<file path="config.mk">
export PLATFORM = sky130hd
export DESIGN_NAME = lfsr_rand_arbiter
export DESIGN_NICKNAME = d
export VERILOG_FILES = /design/src/rtl/frogger_rand_pkg.sv /design/src/rtl/lfsr_rand_arbiter_rr_pick.sv /design/src/rtl/lfsr_rand_arbiter.sv
export SDC_FILE = /design/constraint.sdc
export NUM_CORES = 1
export LEC_CHECK = 0
export CAP_MARGIN = 25
export CORE_ASPECT_RATIO = 0.75
export CORE_MARGIN = 3
export CORE_UTILIZATION = 35
export DETAILED_ROUTE_END_ITERATION = 6
export PLACE_DENSITY_LB_ADDON = 0.15
export SYNTH_ARGS = -nofsm -noshare
export SYNTH_HDL_FRONTEND = slang
export SYNTH_SLANG_ARGS = --single-unit
</file>
<file path="constraint.sdc">
create_clock -name clk -period 6.3 [get_ports clk]
set_input_delay 1.26 -clock clk [delete_from_list [all_inputs] [get_ports clk]]
set_output_delay 1.26 -clock clk [all_outputs]
set_load 0.02 [all_outputs]
</file>
<file path="src/rtl/frogger_rand_pkg.sv">
// Shared types and helpers for the Frogger random-number arbiter.
// Holds the LFSR step function and the lockup-seed guard.
package frogger_rand_pkg;

    localparam int unsigned LFSR_W = 10;
    localparam logic [LFSR_W-1:0] LFSR_LOCKUP = 10'h3FF;
    localparam logic [LFSR_W-1:0] LFSR_SAFE   = 10'h000;

    typedef enum logic {
        RUN    = 1'b0,
        RESEED = 1'b1
    } state_t;

    // One XNOR LFSR step, shifting right with feedback into the MSB.
    function automatic logic [LFSR_W-1:0] lfsr_next(input logic [LFSR_W-1:0] v);
        return {~(v[0] ^ v[3]), v[LFSR_W-1:1]};
    endfunction

    // The all-ones pattern locks an XNOR LFSR, so it is swapped for a safe value.
    function automatic logic [LFSR_W-1:0] lfsr_sanitize(input logic [LFSR_W-1:0] v);
        return (v == LFSR_LOCKUP) ? LFSR_SAFE : v;
    endfunction

endpackage

</file>
<file path="src/rtl/lfsr_rand_arbiter_rr_pick.sv">
// Combinational round-robin selector: first set request at or above ptr, with wrap.
// Indices are wrapped explicitly, so non-power-of-2 requester counts stay in range.
module rr_pick #(
    parameter int unsigned NUM_REQ = 4,
    parameter int unsigned PTR_W   = (NUM_REQ > 1) ? $clog2(NUM_REQ) : 1
) (
    input  logic [NUM_REQ-1:0] eff_req,
    input  logic [PTR_W-1:0]   ptr,
    output logic [NUM_REQ-1:0] pick_c,
    output logic [PTR_W-1:0]   pick_idx_c,
    output logic               any_c
);

    always_comb begin
        int unsigned j;
        j          = 0;
        pick_c     = '0;
        pick_idx_c = '0;
        any_c      = 1'b0;
        for (int unsigned i = 0; i < NUM_REQ; i++) begin
            j = 32'(ptr) + i;
            if (j >= NUM_REQ) begin
                j = j - NUM_REQ;
            end
            if (!any_c && eff_req[PTR_W'(j)]) begin
                any_c               = 1'b1;
                pick_c[PTR_W'(j)]   = 1'b1;
                pick_idx_c          = PTR_W'(j);
            end
        end
    end

endmodule

</file>
<file path="src/rtl/lfsr_rand_arbiter.sv">
// Shares one 10-bit XNOR LFSR round-robin among NUM_REQ requesters.
// Each grant returns the pre-step LFSR value and advances it once; supports reseeding.
module lfsr_rand_arbiter
    import frogger_rand_pkg::*;
#(
    parameter int unsigned       NUM_REQ  = 4,
    parameter logic [LFSR_W-1:0] SEED     = 10'h000,
    parameter bit                FREE_RUN = 1'b0
) (
    input  logic               clk,
    input  logic               reset,
    input  logic [NUM_REQ-1:0] req,
    output logic [NUM_REQ-1:0] gnt,
    output logic [LFSR_W-1:0]  rand_out,
    output logic               rand_valid,
    input  logic               seed_load,
    input  logic [LFSR_W-1:0]  seed_in,
    output logic               busy
);

    localparam int unsigned       PTR_W     = (NUM_REQ > 1) ? $clog2(NUM_REQ) : 1;
    localparam logic [PTR_W-1:0]  PTR_LAST  = PTR_W'(NUM_REQ - 1);
    localparam logic [LFSR_W-1:0] SEED_SAFE = lfsr_sanitize(SEED);

    state_t              state;
    state_t              state_d;
    logic [LFSR_W-1:0]   lfsr;
    logic [LFSR_W-1:0]   lfsr_d;
    logic [PTR_W-1:0]    ptr;
    logic [PTR_W-1:0]    ptr_d;
    logic [NUM_REQ-1:0]  gnt_d;
    logic [LFSR_W-1:0]   rand_out_d;
    logic                rand_valid_d;
    logic                busy_d;

    logic [NUM_REQ-1:0]  eff_req;
    logic [NUM_REQ-1:0]  pick;
    logic [PTR_W-1:0]    pick_idx;
    logic                pick_any;

    // A requester is masked during its own grant cycle.
    assign eff_req = req & ~gnt;

    rr_pick #(
        .NUM_REQ (NUM_REQ),
        .PTR_W   (PTR_W)
    ) u_rr_pick (
        .eff_req    (eff_req),
        .ptr        (ptr),
        .pick_c     (pick),
        .pick_idx_c (pick_idx),
        .any_c      (pick_any)
    );

    // Next-state and next-output logic.
    always_comb begin
        state_d      = state;
        lfsr_d       = lfsr;
        ptr_d        = ptr;
        gnt_d        = '0;
        rand_out_d   = rand_out;
        rand_valid_d = 1'b0;
        busy_d       = 1'b0;
        case (state)
            RUN: begin
                if (seed_load) begin
                    state_d = RESEED;
                    busy_d  = 1'b1;
                    lfsr_d  = lfsr_sanitize(seed_in);
                end else if (pick_any) begin
                    gnt_d        = pick;
                    rand_out_d   = lfsr;
                    rand_valid_d = 1'b1;
                    lfsr_d       = lfsr_next(lfsr);
                    ptr_d        = (pick_idx == PTR_LAST) ? '0 : PTR_W'(pick_idx + PTR_W'(1));
                end else if (FREE_RUN) begin
                    lfsr_d = lfsr_next(lfsr);
                end
            end
            RESEED: begin
                state_d = RUN;
            end
            default: begin
                state_d = RUN;
            end
        endcase
    end

    // State and registered outputs.
    always_ff @(posedge clk) begin
        if (reset) begin
            state      <= RUN;
            lfsr       <= SEED_SAFE;
            ptr        <= '0;
            gnt        <= '0;
            rand_out   <= '0;
            rand_valid <= 1'b0;
            busy       <= 1'b0;
        end else begin
            state      <= state_d;
            lfsr       <= lfsr_d;
            ptr        <= ptr_d;
            gnt        <= gnt_d;
            rand_out   <= rand_out_d;
            rand_valid <= rand_valid_d;
            busy       <= busy_d;
        end
    end

endmodule

</file>
### Yosys cells after proc, flatten, opt, wreduce, memory -nomap -nowiden

Index checks and enable logic that the tools add are counted.

* memory bits (writable): 0
* ROM bits: 0
* output and inout bits: 16
* flip-flop bits (word level): 29
* bits of input ports: 17
* word-level logic and storage cells: 94
* memories kept: 0
* bits in latches: 0

* $add $sub $neg: 8
* shifts and indexed selects: 0
* muxes and demuxes: 39
* bitwise logic cells: 10
* equality and inequality tests: 2
* div/mod/pow operators: 0
* order comparisons: 12
* reduce and logical (&&, ||, !) cells: 16
* $mul: 0

Operators by type and width (number)
* $mux 10: 3
* $mux 2: 9
* $mux 4: 4
* $mux 1: 14
* $lt 2x3->1 const B: 4
* $or 4x4->4: 3
* $eq 10x10->1 const B: 1
* $ge 3x3->1 const B: 3
* $bmux 1 s2: 4
* $demux 1 s2: 4
* $ge 2x1->1 const B: 4
* $sub 2x1->2 const B: 4
* $logic_and 1x1->1: 7
* $add 2x2->3 const B: 2
* $and 4x4->4: 1
* $not 1->1: 4
* $not 4->4: 1
* $reduce_or 4->1: 1
* $add 2x1->3 const B: 1
* $ge 2x3->1 const B: 1
* $logic_not 1->1: 3
* $reduce_and 3->1: 1
* $reduce_or 3->1: 1
* $add 2x1->2 const B: 1
* other kinds (6): 6

### Longest topological paths before layout

* depth in word-level cells: 16
* depth in mapped cells: 9
* gate-level depth less buffers: 7

### By module

From an unflattened synthesis, not the netlist that was laid out.

* cell total of the unflattened synthesis: 192
* area, all modules: 1641.6 um^2

Modules (own cells, without submodules)
* lfsr_rand_arbiter: area an instance 1219.9 um^2, cells an instance 147, times used 1, seq. area each 560.5 um^2
* rr_pick: area an instance 421.7 um^2, cells an instance 45, times used 1, seq. area each 0.0 um^2

### Worst setup path before layout

OpenSTA, ideal clock, no wires.

* path kind: input to register
* from: input port req[0]
* to: register ptr[1]
* data arrival time: 2.895 ns
* setup time: 0.100 ns
* path buffers: 1
* data required time: 6.200 ns
* setup slack: 3.306 ns
* cell stages on the path: 6
* cell sequence: nor2b_2 buf_8 a221o_2 o311ai_4 mux2_4 a2111oi_4

* word-level cells in the longest chain between the ends: 15
* elaborated cells on any way between the ends: 27
* classes of those cells: 1 x add/sub; 1 x eq/ne; 17 x mux; 1 x bitwise; 7 x reduce/logical

RTL lines
* start: declaration: RTL line lfsr_rand_arbiter.sv:12 `input logic [NUM_REQ-1:0] req,`
* $and 4x4->4 *: RTL line lfsr_rand_arbiter.sv:42 `assign eff_req = req & ~gnt;`
* $bmux 1 s2: RTL line lfsr_rand_arbiter_rr_pick.sv:25 `if (!any_c && eff_req[PTR_W'(j)]) begin`
* $mux 1 (not written as such): RTL line lfsr_rand_arbiter_rr_pick.sv:25
* $mux 1: RTL line lfsr_rand_arbiter_rr_pick.sv:25
* $logic_not 1->1: RTL line lfsr_rand_arbiter_rr_pick.sv:25
* $logic_and 1x1->1: RTL line lfsr_rand_arbiter_rr_pick.sv:25
* $mux 1: RTL line lfsr_rand_arbiter_rr_pick.sv:25
* $logic_not 1->1: RTL line lfsr_rand_arbiter_rr_pick.sv:25
* $logic_and 1x1->1: RTL line lfsr_rand_arbiter_rr_pick.sv:25
* $mux 1: RTL line lfsr_rand_arbiter_rr_pick.sv:25
* $logic_not 1->1: RTL line lfsr_rand_arbiter_rr_pick.sv:25
* $logic_and 1x1->1: RTL line lfsr_rand_arbiter_rr_pick.sv:25
* $mux 2: RTL line lfsr_rand_arbiter_rr_pick.sv:25
* $add 2x1->2 or $eq 2x2->1 (tied branches): RTL line lfsr_rand_arbiter.sv:75 `ptr_d = (pick_idx == PTR_LAST) ? '0 : PTR_W'(pick_idx + PTR_W'(1));`
* $mux 2: RTL line lfsr_rand_arbiter.sv:75
* end signal: assignment: RTL line lfsr_rand_arbiter.sv:102 `ptr <= ptr_d;`
* end: declaration: RTL line lfsr_rand_arbiter.sv:29 `logic [PTR_W-1:0] ptr;`

Mark *: on every way between the ends. The rest lies on a longest branch, timed or not. The select of a mux whose other input is x is not followed.
A chain may end at the register's enable or synchronous reset.

### Worst setup path in the final report

* from: input port req[3]
* to: register ptr[1]

Same word-level chain as after synthesis.

==> results.yml <==
outcome:
  outcome: "finished clean"
cells_and_area:
  final_cell_mix: "nand2_1 (32), clkdlybuf4s50_1 (32), dfxtp_1 (28)"
  fin_area_sq_um: 1978
  drive_above_1_share: 0.1048
  nets: 235
  area.growth.synth_to_final_pct: 26.38
  stdcell_count: 265
  insertedDiodeCount: 0
worst_setup_path:
  path_max_fanout: 6
  crit_path_start_kind: "primary input"
  critPathKind: "primary input to register"
  cp-end-kind: "register"
  reg2reg_slack_ns: 3.30
  crit_family: "compound AO/OA/AOI/OAI gates"
  r2r_cells: 7
  critical_path_required_ns: 6.47
  cp_num_buf_inv: 1
  critPathArrivalTime_ns: 3.44
  r2r_end: "ptr[1]"
  r2r-start: "ptr[0]"
  crit_chain: "clkdlybuf4s50_1, nand2b_4, mux2i_1, a221o_2, o311ai_4, mux2_4, a2111oi_4"
  cpPeakStageDelay_ns: 0.50
  slowest_stage: "a221o_2"
sta:
  timing.final.ws_setup_ns: 3.032
  finClkSkew_ns: 0.003518
  slew_viol_final: 0
  max_freq_mhz: 306.0
  worst_slew_pin_slew_ns: 0.9162
  setup_violations: 0
  min_period_ns: 3.268
  fin_tns_setup_ns: 0
  post-route-period-util: 0.5188
  relSlewSlack: 0.3873
  hold_viol: 0
  rsz0062_at_grt: "no"
drt:
  vias: 1428
  ant_nets: 0
  drt-wirelength-per-cell_um: 14.44
  avgViaCountPerCell: 5.389
  drt_first_pass_iters: 4
  drtIter0Drc: 232
  wl_mm: 3.827
  drc_errors: 0
place:
  dp_hpwl_mm: 2.928
  dpl_cell_area_sq_um: 1907
  dp_cells: 261
  post-place-ws_ns: 2.750
  place.gp.congestion: 0.8825
  io_buffers: 32
pwr:
  pwr-share-seq: 0.400
  ir_drop_uv: 152.5
  p_leak_nw: 0.7127
  powerDensity_nw_per_um2: 270.9
  swShare: 0.3308
  p_int_mw: 0.3586
  p_switching_mw: 0.1773
  p_comb_frac: 0.339
  power.share.clock: 0.261
floorplan:
  die_h_um: 63.92
  start_util: 0.3746
  std_cell_rows: 20
  die_w_um: 83.22
  io_pins: 33
  core_sq_um: 4179
  dieArea_sq_um: 5319
clocking:
  post_cts_resized: 0
  cts_setup_buffers: 0
  tritoncts: "done"
  cts-root-buf: "clkbuf_8"
  h-tree-depth: 1
  clk_path_buf_depth: 2
  clkTransAtPathRegs_ns: 0.09
  hold_buffers: 0
  clock-sinks: 28
  clk-insertion-delay-late_ns: 0.27
  cts_buffers: 3
synthesis:
  synth_edf_count: 0
  synthArstFlopShare: 0
  synth-simple-area-share: 0.2318
  synth_ff_type: "dfxtp_1"
  synth_top_family_by_area: "compound AO/OA/AOI/OAI gates"
  synthAdderAreaFrac: 0.05596
  syn-num-nets: 207
  yosysWarnings: 0
  synth-xor-area-share: 0.005596
  synth_area_leaders: "dfxtp_1 (36%), nand2_1 (7.7%), a22oi_1 (6.7%)"
  syn_area_per_cell_sq_um: 8.553
  ys_ff_latch: 28
  yosys.area.top_type: "dfxtp_1"
  yosys-mux-area-fraction: 0.03597
  synth_top_area_share: 0.3581
  synthCells: 183
  synth_compound_area_frac: 0.2630
  netlist_area_sq_um: 1565
  synth_seq_area_share: 0.3581
  yosys.cell_types.count: 43
global_routing:
  met1_usage: 0.2158
  grt_pass1_wl_mm: 6.403
  antenna_found_initial: 0
  grtUsageMet2: 0.2160
  grt_overflow_total: 0
  grt_use_met3: 0.03608
  busiest_layer: "met2"
  grt_pass1_vias: 1302
  grt_max_degree: 25
  grt_usage: 0.1471
min_path:
  whs_path_depth: 2
  holdCritPathClass: "register to register"
  hold_start: "rand_out[6]"
  hold_path_end: "rand_out[6]"
flow_run:
  cap_viol_max_count: 0
[worst register-to-register path, stage by stage (launching register included)]
cell and delay [ns]:
dfxtp_1 0.75, inv_2 0.21, ha_1 0.55, mux2i_1 0.38
o221ai_2 0.18, o311ai_4 0.15, mux2_4 0.34, a2111oi_4 0.34
[flip-flops by register name, summed over array words and instances, names as in the netlist]
register and cells:
busy 1, ptr 2, rand_valid 1, rand_out 10
gnt 4, lfsr 10
[cell families after synthesis]
group | after synthesis
compound gates | 52
flops | 28
xor+xnor | 1
simple gates | 75
fa+ha+maj | 7
mux | 5
buf+inv | 15
[how the worst max path moves through the flow]
stage          startpoint  endpoint  slack (ns)  cells after the start
2_1_floorplan      req[0]    ptr[1]        3.31                      6
3_3_place_gp       req[3]    ptr[1]        2.82                      7
3_5_place_dp       req[3]    ptr[1]        2.75                      7
4_1_cts            req[3]    ptr[1]        3.05                      7
5_1_grt            req[3]    ptr[1]        2.96                      7
6_report           req[3]    ptr[1]        3.03                      7
[synth_stat cells (2+ instances only)]
cell type  instances
a211oi_1          11
a21oi_1           12
a22oi_1           14
a31oi_1            5
buf_2              2
clkbuf_1           7
dfxtp_1           28
ha_1               7
inv_1              3
mux2i_1            3
nand2_1           32
nand2b_2           2
nand3_1            3
nand4_1            2
nor2_1            17
nor2b_2            2
nor3_1             6
or3_1              2
[routing by layer]
layer / part of all wire / wire length, um
met4: 0 / 0
met2: 0.43 / 1639
met5: 0 / 0
met3: 0.063 / 240
met1: 0.51 / 1947
[power groups by stage]
| stage | combinational, mW | sequential, mW | clock, mW |
|---|---|---|---|
| 2_1_floorplan | 0.136 | 0.214 | 0 |
| 3_3_place_gp | 0.174 | 0.218 | 0 |
| 3_5_place_dp | 0.178 | 0.218 | 0 |
| 4_1_cts | 0.180 | 0.214 | 0.144 |
| 5_1_grt | 0.198 | 0.218 | 0.152 |
| 6_report | 0.182 | 0.215 | 0.140 |
[metrics by stage]
stage	hold slack, ns	total power [mW]	utilization
floorplan	0.4457	0.3497	-
global placement	0.4443	0.3918	0.4563
detailed placement	0.4522	0.3968	0.4563
CTS	0.4657	0.5372	0.4734
global route	0.4928	0.5677	0.4734
finish	0.4593	0.5359	0.4734
[layout make-up]
| cell class | count | area, sq um |
|---|---|---|
| clock buffer | 3 | 41.29 |
| clock inverter | 1 | 30.03 |
| fill | 399 | 2201 |
| inverter | 4 | 15.01 |
| multi-input combinational | 140 | 927.1 |
| sequential | 28 | 560.5 |
| tap | 55 | 68.82 |
| timing repair buffer | 34 | 335.3 |
(Power assumes the default switching activity.)
